$ cat src/rtl/mmnet_layer_seq_if.sv
// Weight-ROM read port plus compute-engine weight/control port of the layer sequencer.
// Latency: none, signal bundle only.
// Backpressure: wt_ack qualifies wt_req; the engine side is fire-and-forget with an eng_done reply.
interface mmnet_layer_seq_if #(
    parameter int PX_SIZE = 8,
    parameter int ADDR_W  = 12,
    parameter int CH_W    = 4,
    parameter int IDX_W   = 6
);
    logic               wt_req;
    logic [ADDR_W-1:0]  wt_addr;
    logic               wt_ack;
    logic [PX_SIZE-1:0] wt_data;
    logic               eng_wt_valid;
    logic [PX_SIZE-1:0] eng_wt_data;
    logic [IDX_W-1:0]   eng_wt_idx;
    logic [1:0]         eng_stage;
    logic [CH_W-1:0]    eng_ch;
    logic               eng_start;
    logic               eng_done;

    modport master (
        output wt_req, wt_addr, eng_wt_valid, eng_wt_data, eng_wt_idx,
               eng_stage, eng_ch, eng_start,
        input  wt_ack, wt_data, eng_done
    );

    modport slave (
        input  wt_req, wt_addr, eng_wt_valid, eng_wt_data, eng_wt_idx,
               eng_stage, eng_ch, eng_start,
        output wt_ack, wt_data, eng_done
    );
endinterface

$ cat src/rtl/mmnet_layer_seq.sv
// Layer sequencer: walks conv/dwcv/fc channels, streams each channel's weights from ROM to the engine, kicks it, waits.
// Latency: start -> wt_req 1 cycle; per channel W_CH LOAD + SETTLE + KICK + WAIT cycles up to eng_done.
// Backpressure: wt_req/wt_addr hold while wt_ack is low; WAIT gives up after TIMEOUT cycles and raises err.
module mmnet_layer_seq #(
    parameter int PX_SIZE = 8,
    parameter int ADDR_W  = 12,
    parameter int CH_W    = 4,
    parameter int IDX_W   = 6,
    parameter int N_CH0   = 3,
    parameter int N_CH1   = 8,
    parameter int N_CH2   = 10,
    parameter int W_CH0   = 9,
    parameter int W_CH1   = 3,
    parameter int W_CH2   = 32,
    parameter int BASE0   = 0,
    parameter int BASE1   = 27,
    parameter int BASE2   = 51,
    parameter int TIMEOUT = 1024
) (
    input  logic              clk,
    input  logic              rst_n,
    input  logic              start,
    input  logic              abort,
    output logic              busy,
    output logic              done,
    output logic              err,
    mmnet_layer_seq_if.master bus
);
    typedef enum logic [2:0] {S_IDLE, S_LOAD, S_SETTLE, S_KICK, S_WAIT} state_t;

    localparam int TO_W = (TIMEOUT > 1) ? $clog2(TIMEOUT) : 1;

    state_t             state_q, state_d;
    logic [1:0]         stage_q;
    logic [CH_W-1:0]    ch_q;
    logic [IDX_W-1:0]   idx_q;
    logic [ADDR_W-1:0]  addr_q;
    logic [TO_W-1:0]    to_cnt_q;
    logic               wv_q;
    logic [PX_SIZE-1:0] wd_q;
    logic [IDX_W-1:0]   wi_q;

    logic [IDX_W-1:0]   last_idx;
    logic [CH_W-1:0]    last_ch;
    logic [ADDR_W-1:0]  next_base;
    logic               word_acc;
    logic               last_word;
    logic               ch_last;
    logic               stage_last;
    logic               timed_out;

    // Geometry of the stage being walked, and where the following stage starts in the ROM
    always_comb begin
        last_idx  = IDX_W'(W_CH0 - 1);
        last_ch   = CH_W'(N_CH0 - 1);
        next_base = ADDR_W'(BASE1);
        case (stage_q)
            2'd1: begin
                last_idx  = IDX_W'(W_CH1 - 1);
                last_ch   = CH_W'(N_CH1 - 1);
                next_base = ADDR_W'(BASE2);
            end
            2'd2: begin
                last_idx  = IDX_W'(W_CH2 - 1);
                last_ch   = CH_W'(N_CH2 - 1);
                next_base = ADDR_W'(BASE2);
            end
            default: ;
        endcase
    end

    assign word_acc   = (state_q == S_LOAD) && bus.wt_ack;
    assign last_word  = (idx_q == last_idx);
    assign ch_last    = (ch_q == last_ch);
    assign stage_last = (stage_q == 2'd2);
    assign timed_out  = (to_cnt_q == TO_W'(TIMEOUT - 1));

    // State register
    always_ff @(posedge clk or negedge rst_n) begin
        if (!rst_n) state_q <= S_IDLE;
        else        state_q <= state_d;
    end

    // Next state; abort overrides start, eng_done and timeout alike
    always_comb begin
        state_d = state_q;
        if (abort) begin
            state_d = S_IDLE;
        end else begin
            case (state_q)
                S_IDLE:   if (start) state_d = S_LOAD;
                S_LOAD:   if (word_acc && last_word) state_d = S_SETTLE;
                S_SETTLE: state_d = S_KICK;
                S_KICK:   state_d = S_WAIT;
                S_WAIT: begin
                    if (bus.eng_done)   state_d = (ch_last && stage_last) ? S_IDLE : S_LOAD;
                    else if (timed_out) state_d = S_IDLE;
                end
                default:  state_d = S_IDLE;
            endcase
        end
    end

    // Channel/word bookkeeping, weight forwarding to the engine, done pulse and sticky err
    always_ff @(posedge clk or negedge rst_n) begin
        if (!rst_n) begin
            stage_q  <= 2'd0;
            ch_q     <= '0;
            idx_q    <= '0;
            addr_q   <= '0;
            to_cnt_q <= '0;
            wv_q     <= 1'b0;
            wd_q     <= '0;
            wi_q     <= '0;
            done     <= 1'b0;
            err      <= 1'b0;
        end else begin
            done <= 1'b0;
            wv_q <= 1'b0;
            if (!abort) begin
                case (state_q)
                    S_IDLE: begin
                        if (start) begin
                            stage_q <= 2'd0;
                            ch_q    <= '0;
                            idx_q   <= '0;
                            addr_q  <= ADDR_W'(BASE0);
                            err     <= 1'b0;
                        end
                    end
                    S_LOAD: begin
                        if (bus.wt_ack) begin
                            wv_q   <= 1'b1;
                            wd_q   <= bus.wt_data;
                            wi_q   <= idx_q;
                            idx_q  <= idx_q + 1'b1;
                            addr_q <= addr_q + 1'b1;
                        end
                    end
                    S_KICK: to_cnt_q <= '0;
                    S_WAIT: begin
                        if (bus.eng_done) begin
                            idx_q <= '0;
                            if (!ch_last) begin
                                // channels of a stage are contiguous, so addr_q already points at the next one
                                ch_q <= ch_q + 1'b1;
                            end else if (!stage_last) begin
                                stage_q <= stage_q + 1'b1;
                                ch_q    <= '0;
                                addr_q  <= next_base;
                            end else begin
                                done <= 1'b1;
                            end
                        end else if (timed_out) begin
                            err <= 1'b1;
                        end else begin
                            to_cnt_q <= to_cnt_q + 1'b1;
                        end
                    end
                    default: ;
                endcase
            end
        end
    end

    assign busy             = (state_q != S_IDLE);
    assign bus.wt_req       = (state_q == S_LOAD);
    assign bus.wt_addr      = addr_q;
    assign bus.eng_wt_valid = wv_q;
    assign bus.eng_wt_data  = wd_q;
    assign bus.eng_wt_idx   = wi_q;
    assign bus.eng_stage    = stage_q;
    assign bus.eng_ch       = ch_q;
    assign bus.eng_start    = (state_q == S_KICK);
endmodule

$ cat src/flat_wrapper.sv
// flat-port wrapper written by rule: the top's interface ports become plain ports
module mmnet_layer_seq_flat 
#(
    parameter int PX_SIZE = 8,
    parameter int ADDR_W  = 12,
    parameter int CH_W    = 4,
    parameter int IDX_W   = 6,
    parameter int N_CH0   = 3,
    parameter int N_CH1   = 8,
    parameter int N_CH2   = 10,
    parameter int W_CH0   = 9,
    parameter int W_CH1   = 3,
    parameter int W_CH2   = 32,
    parameter int BASE0   = 0,
    parameter int BASE1   = 27,
    parameter int BASE2   = 51,
    parameter int TIMEOUT = 1024
)
  (clk, rst_n, start, abort, busy, done, err, bus_wt_req, bus_wt_addr, bus_eng_wt_valid, bus_eng_wt_data, bus_eng_wt_idx, bus_eng_stage, bus_eng_ch, bus_eng_start, bus_wt_ack, bus_wt_data, bus_eng_done);
  mmnet_layer_seq_if #(.PX_SIZE(PX_SIZE), .ADDR_W(ADDR_W), .CH_W(CH_W), .IDX_W(IDX_W)) bus_i ();
  input  logic clk;
  input  logic rst_n;
  input  logic start;
  input  logic abort;
  output logic busy;
  output logic done;
  output logic err;
  output wire logic [$bits(bus_i.wt_req)-1:0] bus_wt_req;
  output wire logic [$bits(bus_i.wt_addr)-1:0] bus_wt_addr;
  output wire logic [$bits(bus_i.eng_wt_valid)-1:0] bus_eng_wt_valid;
  output wire logic [$bits(bus_i.eng_wt_data)-1:0] bus_eng_wt_data;
  output wire logic [$bits(bus_i.eng_wt_idx)-1:0] bus_eng_wt_idx;
  output wire logic [$bits(bus_i.eng_stage)-1:0] bus_eng_stage;
  output wire logic [$bits(bus_i.eng_ch)-1:0] bus_eng_ch;
  output wire logic [$bits(bus_i.eng_start)-1:0] bus_eng_start;
  input wire logic [$bits(bus_i.wt_ack)-1:0] bus_wt_ack;
  input wire logic [$bits(bus_i.wt_data)-1:0] bus_wt_data;
  input wire logic [$bits(bus_i.eng_done)-1:0] bus_eng_done;
  assign bus_wt_req = bus_i.wt_req;
  assign bus_wt_addr = bus_i.wt_addr;
  assign bus_eng_wt_valid = bus_i.eng_wt_valid;
  assign bus_eng_wt_data = bus_i.eng_wt_data;
  assign bus_eng_wt_idx = bus_i.eng_wt_idx;
  assign bus_eng_stage = bus_i.eng_stage;
  assign bus_eng_ch = bus_i.eng_ch;
  assign bus_eng_start = bus_i.eng_start;
  assign bus_i.wt_ack = bus_wt_ack;
  assign bus_i.wt_data = bus_wt_data;
  assign bus_i.eng_done = bus_eng_done;
  mmnet_layer_seq #(.PX_SIZE(PX_SIZE), .ADDR_W(ADDR_W), .CH_W(CH_W), .IDX_W(IDX_W), .N_CH0(N_CH0), .N_CH1(N_CH1), .N_CH2(N_CH2), .W_CH0(W_CH0), .W_CH1(W_CH1), .W_CH2(W_CH2), .BASE0(BASE0), .BASE1(BASE1), .BASE2(BASE2), .TIMEOUT(TIMEOUT)) u_core (.clk(clk), .rst_n(rst_n), .start(start), .abort(abort), .busy(busy), .done(done), .err(err), .bus(bus_i));
endmodule
$ cat config.mk
export PLATFORM = sky130hd
export DESIGN_NAME = mmnet_layer_seq_flat
export DESIGN_NICKNAME = d
export VERILOG_FILES = /design/src/rtl/mmnet_layer_seq_if.sv /design/src/rtl/mmnet_layer_seq.sv /design/src/flat_wrapper.sv
export SDC_FILE = /design/constraint.sdc
export NUM_CORES = 1
export LEC_CHECK = 0
export BUFFER_PORTS_ARGS = -buffer_cell sky130_fd_sc_hd__buf_2
export CORE_MARGIN = 3
export CORE_UTILIZATION = 55
export DETAILED_ROUTE_END_ITERATION = 8
export GPL_TIMING_DRIVEN = 1
export PLACE_DENSITY = 0.79
export SETUP_SLACK_MARGIN = 0.15
export SYNTH_ARGS = -nofsm -noshare
export SYNTH_HDL_FRONTEND = slang
export SYNTH_SLANG_ARGS = --single-unit
$ cat constraint.sdc
create_clock -name clk -period 3.1 [get_ports clk]
set_clock_uncertainty 0.2 [all_clocks]
set_input_delay 0.31 -clock clk [delete_from_list [all_inputs] [get_ports clk]]
set_output_delay 0.31 -clock clk [all_outputs]
set_load 0.02 [all_outputs]
==> out/results.ini <==
[run_status]
status = completed

[clocking]
cts_sinks = 54
cts_buffer_depth = 2
htree_levels = 2
cts-root-buf = clkbuf_8
cts-buffers-inserted = 5
post_cts_buffers = 0
cts_tree = built
clk_latency_ns = 0.31
clk_pin_slew_ns = 0.10

[setup_path]
cp_top_family = simple AND/OR/NAND/NOR gates
path_max_fanout = 18
crit_top_cell = or4_1
path_buf_inv = 1
critical_path_depth = 7
r2r_cells = 7
slowest_stage = or4_1
path_cells = inv_1 -> ha_1 -> or4_1 -> a211oi_2 -> a21oi_4 -> or4_1 -> a21oi_1
slowest_delay_ns = 0.56
startpoint_type = register
arrival_ns = 2.79
crit_type = reg -> reg
endpoint_kind = register
critPathRequiredTime_ns = 3.14

[finish]
finalNonFillerCells = 443
fillCellCount = 388
nNetsFinal = 396
multi_input_area_um2 = 1390
seq_area_um2 = 1350
drive_gt1_frac = 0.210
stdcell_area_um2 = 3370
syn_to_final_growth_pct = 18.8
insertedDiodeCount = 0

[synthesis]
synth_fa_ha_area_frac = 0.0309
synthCells = 313
synth_enable_flop_cells = 0
synth-seq-area-share = 0.476
synthMuxAreaShare = 0.0265
yosys_warnings = 0
synth_compound_gate_area_share = 0.149
netlist_area_um2 = 2840
synth_nets = 334
synth_common_cells = nand2_1, dfrtp_1, nor2_1
synthArstFlopShare = 1.00
yosys.area.top_type = dfrtp_1
synth_xor_area_frac = 0.0370
ys.flop_type = dfrtp_1
synth_cell_types = 45
yosysMostFrequentCell = nand2_1
yosys.area_share.simple = 0.242
ys_seq_elements = 54
postSynthAreaPerCell_um2 = 9.07
synth_top_area_frac = 0.476
synth_top_family_by_area = simple AND/OR/NAND/NOR gates
synth_area_leaders = dfrtp_1, nand2_1, o21ai_0

[global_routing]
antenna_found_initial = 0
grt_max_degree = 29
grt_usage = 0.228
grt_pass1_wl_um = 11100
grt_remaining_overflow = 0
grt_pass1_vias = 2332

[placed_design]
dp.cells = 426
placed_cell_area_um2 = 3180
place_hpwl_um = 4390
portBuffers = 51
globalplace.congestion = 0.856

[floorplan]
initial_core_util = 0.585
dieWidth_um = 77.8
die_h_um = 77.8
design.core.area_um2 = 4850
die_area_um2 = 6060
ios = 52
core.rowCount = 25

[routing]
drtAntennaViolNets = 0
drt_iter0_drc = 159
vias = 2520
drt-pass1-iter-count = 4
drc_errors = 0
finalWirelength_um = 6320
wl_per_cell_um = 14.3
drt-vias-per-instance = 5.69

[flow_run]
drv_cap = 0

[sta]
setup_tns_ns = 0
fmax_ghz = 0.364
hold_viol_final = 0
worst_slew_pin_slew_ns = 0.621
finalCriticalPeriod_ns = 2.75
rsz0062_at_grt = no
setup_viol = 0
slew_headroom = 0.586
report.final.slew_viol_count = 0
fin_crit_sh = 0.886

[power_and_ir_drop]
powerDensity_nw_per_um2 = 569
irDropWorstVdd_v = 0.000393
p_leak_nw = 1.62

[worst_hold_path]
holdPathStages = 3
hold_path.class = in -> reg

[flip-flops by register name (all words and copies together), names as in the netlist, 2 cells and up]
signal and cells:
u_core.bus.eng_ch 4, u_core.bus.eng_stage 2, u_core.bus.eng_wt_data 8, u_core.bus.eng_wt_idx 6
u_core.bus.wt_addr 12, u_core.idx_q 6, u_core.state_q 3, u_core.to_cnt_q 10
[path summary, 6_finish.rpt]
kind	startpoint	endpoint	slack [ns]
max	u_core.bus.eng_stage[0]	u_core.to_cnt_q[7]	0.35
min	bus_eng_done	u_core.done	0.11
max reg2reg	u_core.bus.eng_stage[0]	u_core.to_cnt_q[7]	0.35
min reg2reg	u_core.bus.eng_wt_idx[2]	u_core.bus.eng_wt_idx[2]	0.28
max in group asynchronous	rst_n	u_core.bus.eng_wt_data[4]	1.59
min in group asynchronous	rst_n	u_core.bus.wt_addr[11]	0.34
[metal layers]
metal | part of all wire | up-vias | global-route usage
li1 | - | 1233 | -
met3 | 0.046 | 9 | 0.0418
met1 | 0.49 | 1215 | 0.335
met5 | 0 | - | 0
met2 | 0.45 | 63 | 0.327
met4 | 0.017 | 0 | 0.103
[through the flow]
step	utilization	setup WS (ns)	total power, W	hold slack (ns)
3_5_place_dp	0.655	0.185	0.00152	0.165
5_1_grt	0.695	0.175	0.00205	0.0982
4_1_cts	0.692	0.164	0.00193	0.0905
2_1_floorplan	-	0.352	0.00133	-0.186
3_3_place_gp	0.655	0.278	0.00150	0.157
6_report	0.695	0.353	0.00192	0.114
[repair_timing]
action / 4_1_cts / 5_1_grt
hold buffers: 9 / 0
setup endpoints to repair: 0 / 11
resized for setup: 0 / 3
endpoints found under the hold margin: 35 / 0
[cells in the final DEF, fill, tap and decap left out, types with 4 or more instances in the layout]
master	count
nand2_1	59
dfrtp_1	54
buf_2	51
nor2_1	24
o21ai_0	19
nand3_1	16
a21oi_1	15
o31ai_1	12
inv_1	10
or4_1	10
dlygate4sd3_1	9
buf_4	9
xnor2_1	8
ha_1	7
nor3_1	6
or3_1	5
nand4_1	5
clkbuf_8	5
xor2_1	4
mux2_2	4
[cells by family (layout without fill, tap and decap cells)]
kind of cell / after synthesis / in the layout
simple gates: 143 / 143
mux: 7 / 7
compound gates: 65 / 65
fa+ha+maj: 7 / 7
xor+xnor: 12 / 12
flops: 54 / 54
buf+inv: 25 / 88
[power breakdown]
| group | internal, W | switching (W) |
|---|---|---|
| registers | 0.000832 | 0.000110 |
| clock network | 0.000159 | 0.000240 |
| logic | 0.000218 | 0.000358 |
| total | 0.00121 | 0.000709 |
[tightest hold or removal path, stage by stage]
cell    delay (ns)
buf_2         0.12
inv_1         0.09
nor3_1        0.07
[final cells by class]
class                   count  share of cell area
clock buffers               5              0.0204
clock inverters             3             0.00631
inverters                  11              0.0122
multi-input cells         234               0.413
flip-flops and latches     54               0.401
well taps                  67              0.0249
repair buffers             69               0.122
No activity file was read; power rests on OpenSTA's default activity.
